File: src/rtl/reconstrutor_caminho.sv
// rtl/reconstrutor_caminho.sv - walks the predecessor memory from destination back to source and streams the path
module reconstrutor_caminho #(
    parameter int ADDR_WIDTH   = 10,
    parameter int MAX_PATH_LEN = 1024,
    parameter int CNT_WIDTH    = 11
) (
    input  logic                  clk,
    input  logic                  rst_n,
    input  logic                  start_in,
    input  logic                  encontrado_in,
    input  logic [ADDR_WIDTH-1:0] fonte_in,
    input  logic [ADDR_WIDTH-1:0] destino_in,
    output logic                  pai_rd_en_out,
    output logic [ADDR_WIDTH-1:0] pai_addr_out,
    input  logic [ADDR_WIDTH-1:0] pai_data_in,
    output logic                  caminho_valid_out,
    input  logic                  caminho_ready_in,
    output logic [ADDR_WIDTH-1:0] caminho_addr_out,
    output logic                  caminho_last_out,
    output logic                  busy_out,
    output logic                  done_out,
    output logic [1:0]            erro_out,
    output logic [CNT_WIDTH-1:0]  num_nos_out
);

    typedef enum logic [2:0] {IDLE, EMIT, READ, WAIT, FIM} state_t;

    localparam logic [CNT_WIDTH-1:0] MAX_CNT = CNT_WIDTH'(MAX_PATH_LEN);

    localparam logic [1:0] ERR_OK        = 2'd0;
    localparam logic [1:0] ERR_NOT_FOUND = 2'd1;
    localparam logic [1:0] ERR_LOOP      = 2'd2;
    localparam logic [1:0] ERR_LENGTH    = 2'd3;

    state_t                state_q, state_d;
    logic [ADDR_WIDTH-1:0] fonte_q, fonte_d;
    logic [ADDR_WIDTH-1:0] current_q, current_d;
    logic [ADDR_WIDTH-1:0] pai_addr_q, pai_addr_d;
    logic [CNT_WIDTH-1:0]  cnt_q, cnt_d;
    logic [CNT_WIDTH-1:0]  num_nos_q, num_nos_d;
    logic [1:0]            erro_q, erro_d;
    logic [CNT_WIDTH-1:0]  cnt_inc;
    logic                  is_last;

    // Reset is asynchronous and active-high on this codebase's rst_n.
    always_ff @(posedge clk or posedge rst_n) begin
        if (rst_n) begin
            state_q    <= IDLE;
            fonte_q    <= '0;
            current_q  <= '0;
            pai_addr_q <= '0;
            cnt_q      <= '0;
            num_nos_q  <= '0;
            erro_q     <= ERR_OK;
        end else begin
            state_q    <= state_d;
            fonte_q    <= fonte_d;
            current_q  <= current_d;
            pai_addr_q <= pai_addr_d;
            cnt_q      <= cnt_d;
            num_nos_q  <= num_nos_d;
            erro_q     <= erro_d;
        end
    end

    always_comb begin
        state_d    = state_q;
        fonte_d    = fonte_q;
        current_d  = current_q;
        pai_addr_d = pai_addr_q;
        cnt_d      = cnt_q;
        num_nos_d  = num_nos_q;
        erro_d     = erro_q;
        cnt_inc    = cnt_q + 1'b1;
        is_last    = (current_q == fonte_q);

        case (state_q)
            IDLE: begin
                if (start_in) begin
                    cnt_d     = '0;
                    num_nos_d = '0;
                    if (encontrado_in) begin
                        fonte_d   = fonte_in;
                        current_d = destino_in;
                        erro_d    = ERR_OK;
                        state_d   = EMIT;
                    end else begin
                        erro_d  = ERR_NOT_FOUND;
                        state_d = FIM;
                    end
                end
            end
            EMIT: begin
                if (caminho_ready_in) begin
                    cnt_d = cnt_inc;
                    if (is_last) begin
                        state_d = FIM;
                    end else if (cnt_inc == MAX_CNT) begin
                        erro_d  = ERR_LENGTH;
                        state_d = FIM;
                    end else begin
                        pai_addr_d = current_q;
                        state_d    = READ;
                    end
                end
            end
            READ: state_d = WAIT;
            WAIT: begin
                // Only self-loops are caught here; longer cycles run into the length limit.
                if (pai_data_in == current_q) begin
                    erro_d  = ERR_LOOP;
                    state_d = FIM;
                end else begin
                    current_d = pai_data_in;
                    state_d   = EMIT;
                end
            end
            FIM: begin
                num_nos_d = cnt_q;
                state_d   = IDLE;
            end
            default: state_d = IDLE;
        endcase
    end

    assign pai_rd_en_out     = (state_q == READ);
    assign pai_addr_out      = pai_addr_q;
    assign caminho_valid_out = (state_q == EMIT);
    assign caminho_addr_out  = current_q;
    assign caminho_last_out  = (state_q == EMIT) && is_last;
    assign busy_out          = (state_q != IDLE);
    assign done_out          = (state_q == FIM);
    assign erro_out          = erro_q;
    assign num_nos_out       = num_nos_q;

endmodule

File: config.mk
export PLATFORM = sky130hd
export DESIGN_NAME = reconstrutor_caminho
export DESIGN_NICKNAME = d
export VERILOG_FILES = /design/src/rtl/reconstrutor_caminho.sv
export SDC_FILE = /design/constraint.sdc
export NUM_CORES = 1
export LEC_CHECK = 0
export ABC_CLOCK_PERIOD_IN_PS = 2300
export BUFFER_PORTS_ARGS = -buffer_cell sky130_fd_sc_hd__buf_2
export CORE_UTILIZATION = 53
export CTS_CLUSTER_DIAMETER = 40
export DETAILED_ROUTE_END_ITERATION = 8
export PLACE_DENSITY = 0.79
export SLEW_MARGIN = 40
export SYNTH_ARGS = -nofsm -noshare
export SYNTH_HDL_FRONTEND = slang
export SYNTH_SLANG_ARGS = --single-unit
File: constraint.sdc
create_clock -name clk -period 2.3 [get_ports clk]
set_input_delay 0.46 -clock clk [delete_from_list [all_inputs] [get_ports clk]]
set_output_delay 0.46 -clock clk [all_outputs]
set_load 0.01 [all_outputs]
==> flow_metrics.env <==
export IMPL_outcome="finished, final reports clean"
export IMPL_post_route_worst_setup_slack_ns=0.0669
export IMPL_synth_top_area_share_pct=47.8
export IMPL_fin_worst_skew_ns=0.00810
export IMPL_syn_area_per_cell_um2=9.82
export IMPL_maxSlewViolCount=0
export IMPL_synth_edff_count=0
export IMPL_worst_pin_slew_ns=0.640
export IMPL_synth_area_leader_cell="dfrtp_1"
export IMPL_drtIter0Drc=238
export IMPL_required_ns=1.84
export IMPL_syn_nets=340
export IMPL_via_count=2614
export IMPL_cp_start_kind="flop"
export IMPL_p_comb_share_pct=39.9
export IMPL_yosysWarnings=0
export IMPL_final_fill_count=415
export IMPL_finalHoldViolations=0
export IMPL_grt_max_degree=27
export IMPL_switching_share_pct=38.1
export IMPL_row_count=26
export IMPL_layout_common_cells="buf_2, nand2_1, dfrtp_1, o21ai_0, nor2_1"
export IMPL_synthDistinctLibCells=45
export IMPL_root_buffer="clkbuf_8"
export IMPL_place_inst=443
export IMPL_final_net_count=420
export IMPL_worstSkewPairLatency_ns=0.33
export IMPL_holdWs_ns=0.158
export IMPL_netlist_instances=304
export IMPL_vias_per_cell=5.71
export IMPL_place_ws_ns=0.121
export IMPL_synthTopCellsByArea="dfrtp_1, nand2_1, mux2_4"
export IMPL_fin_setup_tns_ns=0
export IMPL_timing_fmax_mhz=448
export IMPL_rsz0062_at_grt="false"
export IMPL_synthesis_area_mm2=0.00299
export IMPL_grt_pass1_vias=2402
export IMPL_antennaDiodeCount=0
export IMPL_rrSetupSlack_ns=0.13
export IMPL_grt_ovfl_total=0
export IMPL_p_int_mw=2.65
export IMPL_arrival_ns=1.77
export IMPL_slew_headroom_pct=56.8
export IMPL_stdcell_count=458
export IMPL_gp_congestion=0.886
export IMPL_async_flop_share_pct=100
export IMPL_wire_per_inst_um=15.9
export IMPL_final_common_cell="buf_2"
export IMPL_p_leak_nw=1.70
export IMPL_clkTransAtPathRegs_ns=0.07
export IMPL_crit_fanout=5
export IMPL_clockBufferDepth=2
export IMPL_critical_path_class="reg -> out"
export IMPL_grt_pass1_wl_mm=12.0
export IMPL_core_area_mm2=0.00527
export IMPL_cts_sinks=57
export IMPL_die_y_um=77.1
export IMPL_cap_violations=0
export IMPL_pwr_share_clk_pct=20.4
export IMPL_cts_max_level=3
export IMPL_floorplan_die_area_mm2=0.00594
export IMPL_yosysSeqAreaShare_pct=47.8
export IMPL_min_period_ns=2.23
export IMPL_dp_hpwl_mm=5.31
export IMPL_period_share_pct=97.1
export IMPL_portBuffers=72
export IMPL_die_width_um=77.1
export IMPL_synthToLayoutAreaGrowth_pct=22.2
export IMPL_p_switching_mw=1.63
export IMPL_antenna_found_initial=0
export IMPL_p_seq_share_pct=39.7
export IMPL_start_util_pct=56.7
export IMPL_synthFlopType="dfrtp_1"
export IMPL_tritoncts="yes"
export IMPL_drt_first_pass_iters=6
export IMPL_post_route_drc_count=0
export IMPL_grtUsageTotal_pct=26.3
export IMPL_final_setup_viol_count=0
export IMPL_p_per_area_mw_per_mm2=1170
export IMPL_post_cts_buffers=0
export IMPL_ant_nets=0
export IMPL_io_pins=73
export IMPL_crit_path_end_kind="output pin"
export IMPL_drive_gt1_share_pct=35.1
export IMPL_routed_wl_mm=7.27
export IMPL_synth_seq_cells=57
export IMPL_numCtsBuffers=9
export IMPL_ir_drop_mv=0.710
export IMPL_hp_class="in -> async"
layout make-up:
| cell class | count | area [um^2] | area share [%] |
|---|---|---|---|
| clock buffers | 11 | 131 | 3.60 |
| clock inverters | 4 | 45.0 | 1.23 |
| inverters | 8 | 30.0 | 0.823 |
| multi-input cells | 223 | 1450 | 39.8 |
| flip-flops and latches | 57 | 1430 | 39.2 |
| well taps | 70 | 87.6 | 2.40 |
| repair buffers | 85 | 470 | 12.9 |
final timing paths:
path                                            startpoint                              end  cells past startpoint
setup / recovery           caminho_addr_out[6]$_DFFE_PP0P_                 caminho_last_out                      5
hold / removal                                       rst_n  caminho_addr_out[3]$_DFFE_PP0P_                      2
min in group clk                               fonte_in[9]           fonte_q[9]$_DFFE_PP0P_                      2
max in group asynchronous                            rst_n             cnt_q[1]$_DFFE_PP0P_                      3
setup reg to reg           caminho_addr_out[7]$_DFFE_PP0P_          erro_out[1]$_DFFE_PP0P_                      6
hold reg to reg                 num_nos_out[9]$_DFFE_PP0P_       num_nos_out[9]$_DFFE_PP0P_                      2
repair_timing:
item / CTS / global route
hold buffers: 0 / 0
gates resized for setup: 1 / 5
endpoints found under the setup margin: 1 / 11
pin swaps: 0 / 0
gates cloned: 0 / 0
kinds of logic after synthesis:
logic type               Yosys count  synth area share (%)
adder cells (fa/ha/maj)            1                 0.419
AO/OA/AOI/OAI                     59                  12.5
AND/OR/NAND/NOR                  116                  18.3
flip-flops                        57                  47.8
XOR/XNOR                          25                  7.33
multiplexers                      22                  9.51
buffers and inverters             24                  4.15
routing by layer:
metal  up-vias  global-route usage [%]  wire, um
met5         -                       0         0
met4         0                    10.2       156
met3        20                    5.24       566
met2       127                    38.6      3290
met1      1261                    38.4      3260
li1       1206                       -         -
Yosys cell counts, drive strengths merged, types with 2 or more instances:
library cell  count
clkbuf            8
o22ai             2
nor3              3
buf               8
nor4              4
nand4             3
o41ai             2
a31oi            12
o21bai            2
xnor2            13
nand2b            3
a21oi             5
and2              4
nor2             21
o21ai            26
nand3             9
dfrtp            57
nand2            61
a211oi            2
and3              3
inv               8
mux2             21
xor2             12
power by group through the flow:
stage	logic, mW	clock network (mW)	registers (mW)
floorplan	1.03	0	1.69
global placement	1.60	0	1.68
detailed placement	1.66	0	1.70
CTS	1.69	0.886	1.69
global route	1.85	0.931	1.74
finish	1.71	0.873	1.70
through the flow:
stage	area (um^2)	power, mW	util (%)
floorplan	2990	2.72	-
global placement	3460	3.28	65.6
detailed placement	3460	3.36	65.6
CTS	3640	4.27	69.0
global route	3650	4.52	69.3
finish	3650	4.28	69.3
state kept, by name (all words and copies together), names as in the netlist:
name,flops
pai_addr_out,10
caminho_addr_out,10
num_nos_out,11
cnt_q,11
state_q,3
fonte_q,10
erro_out,2
critical path, cell delays in order, from the launching register on:
cell	delay [ns]
dfrtp_1	0.48
xor2_1	0.21
nor4_2	0.35
nand4_1	0.20
inv_1	0.08
buf_2	0.12
Power figures use the tool's default switching activity.
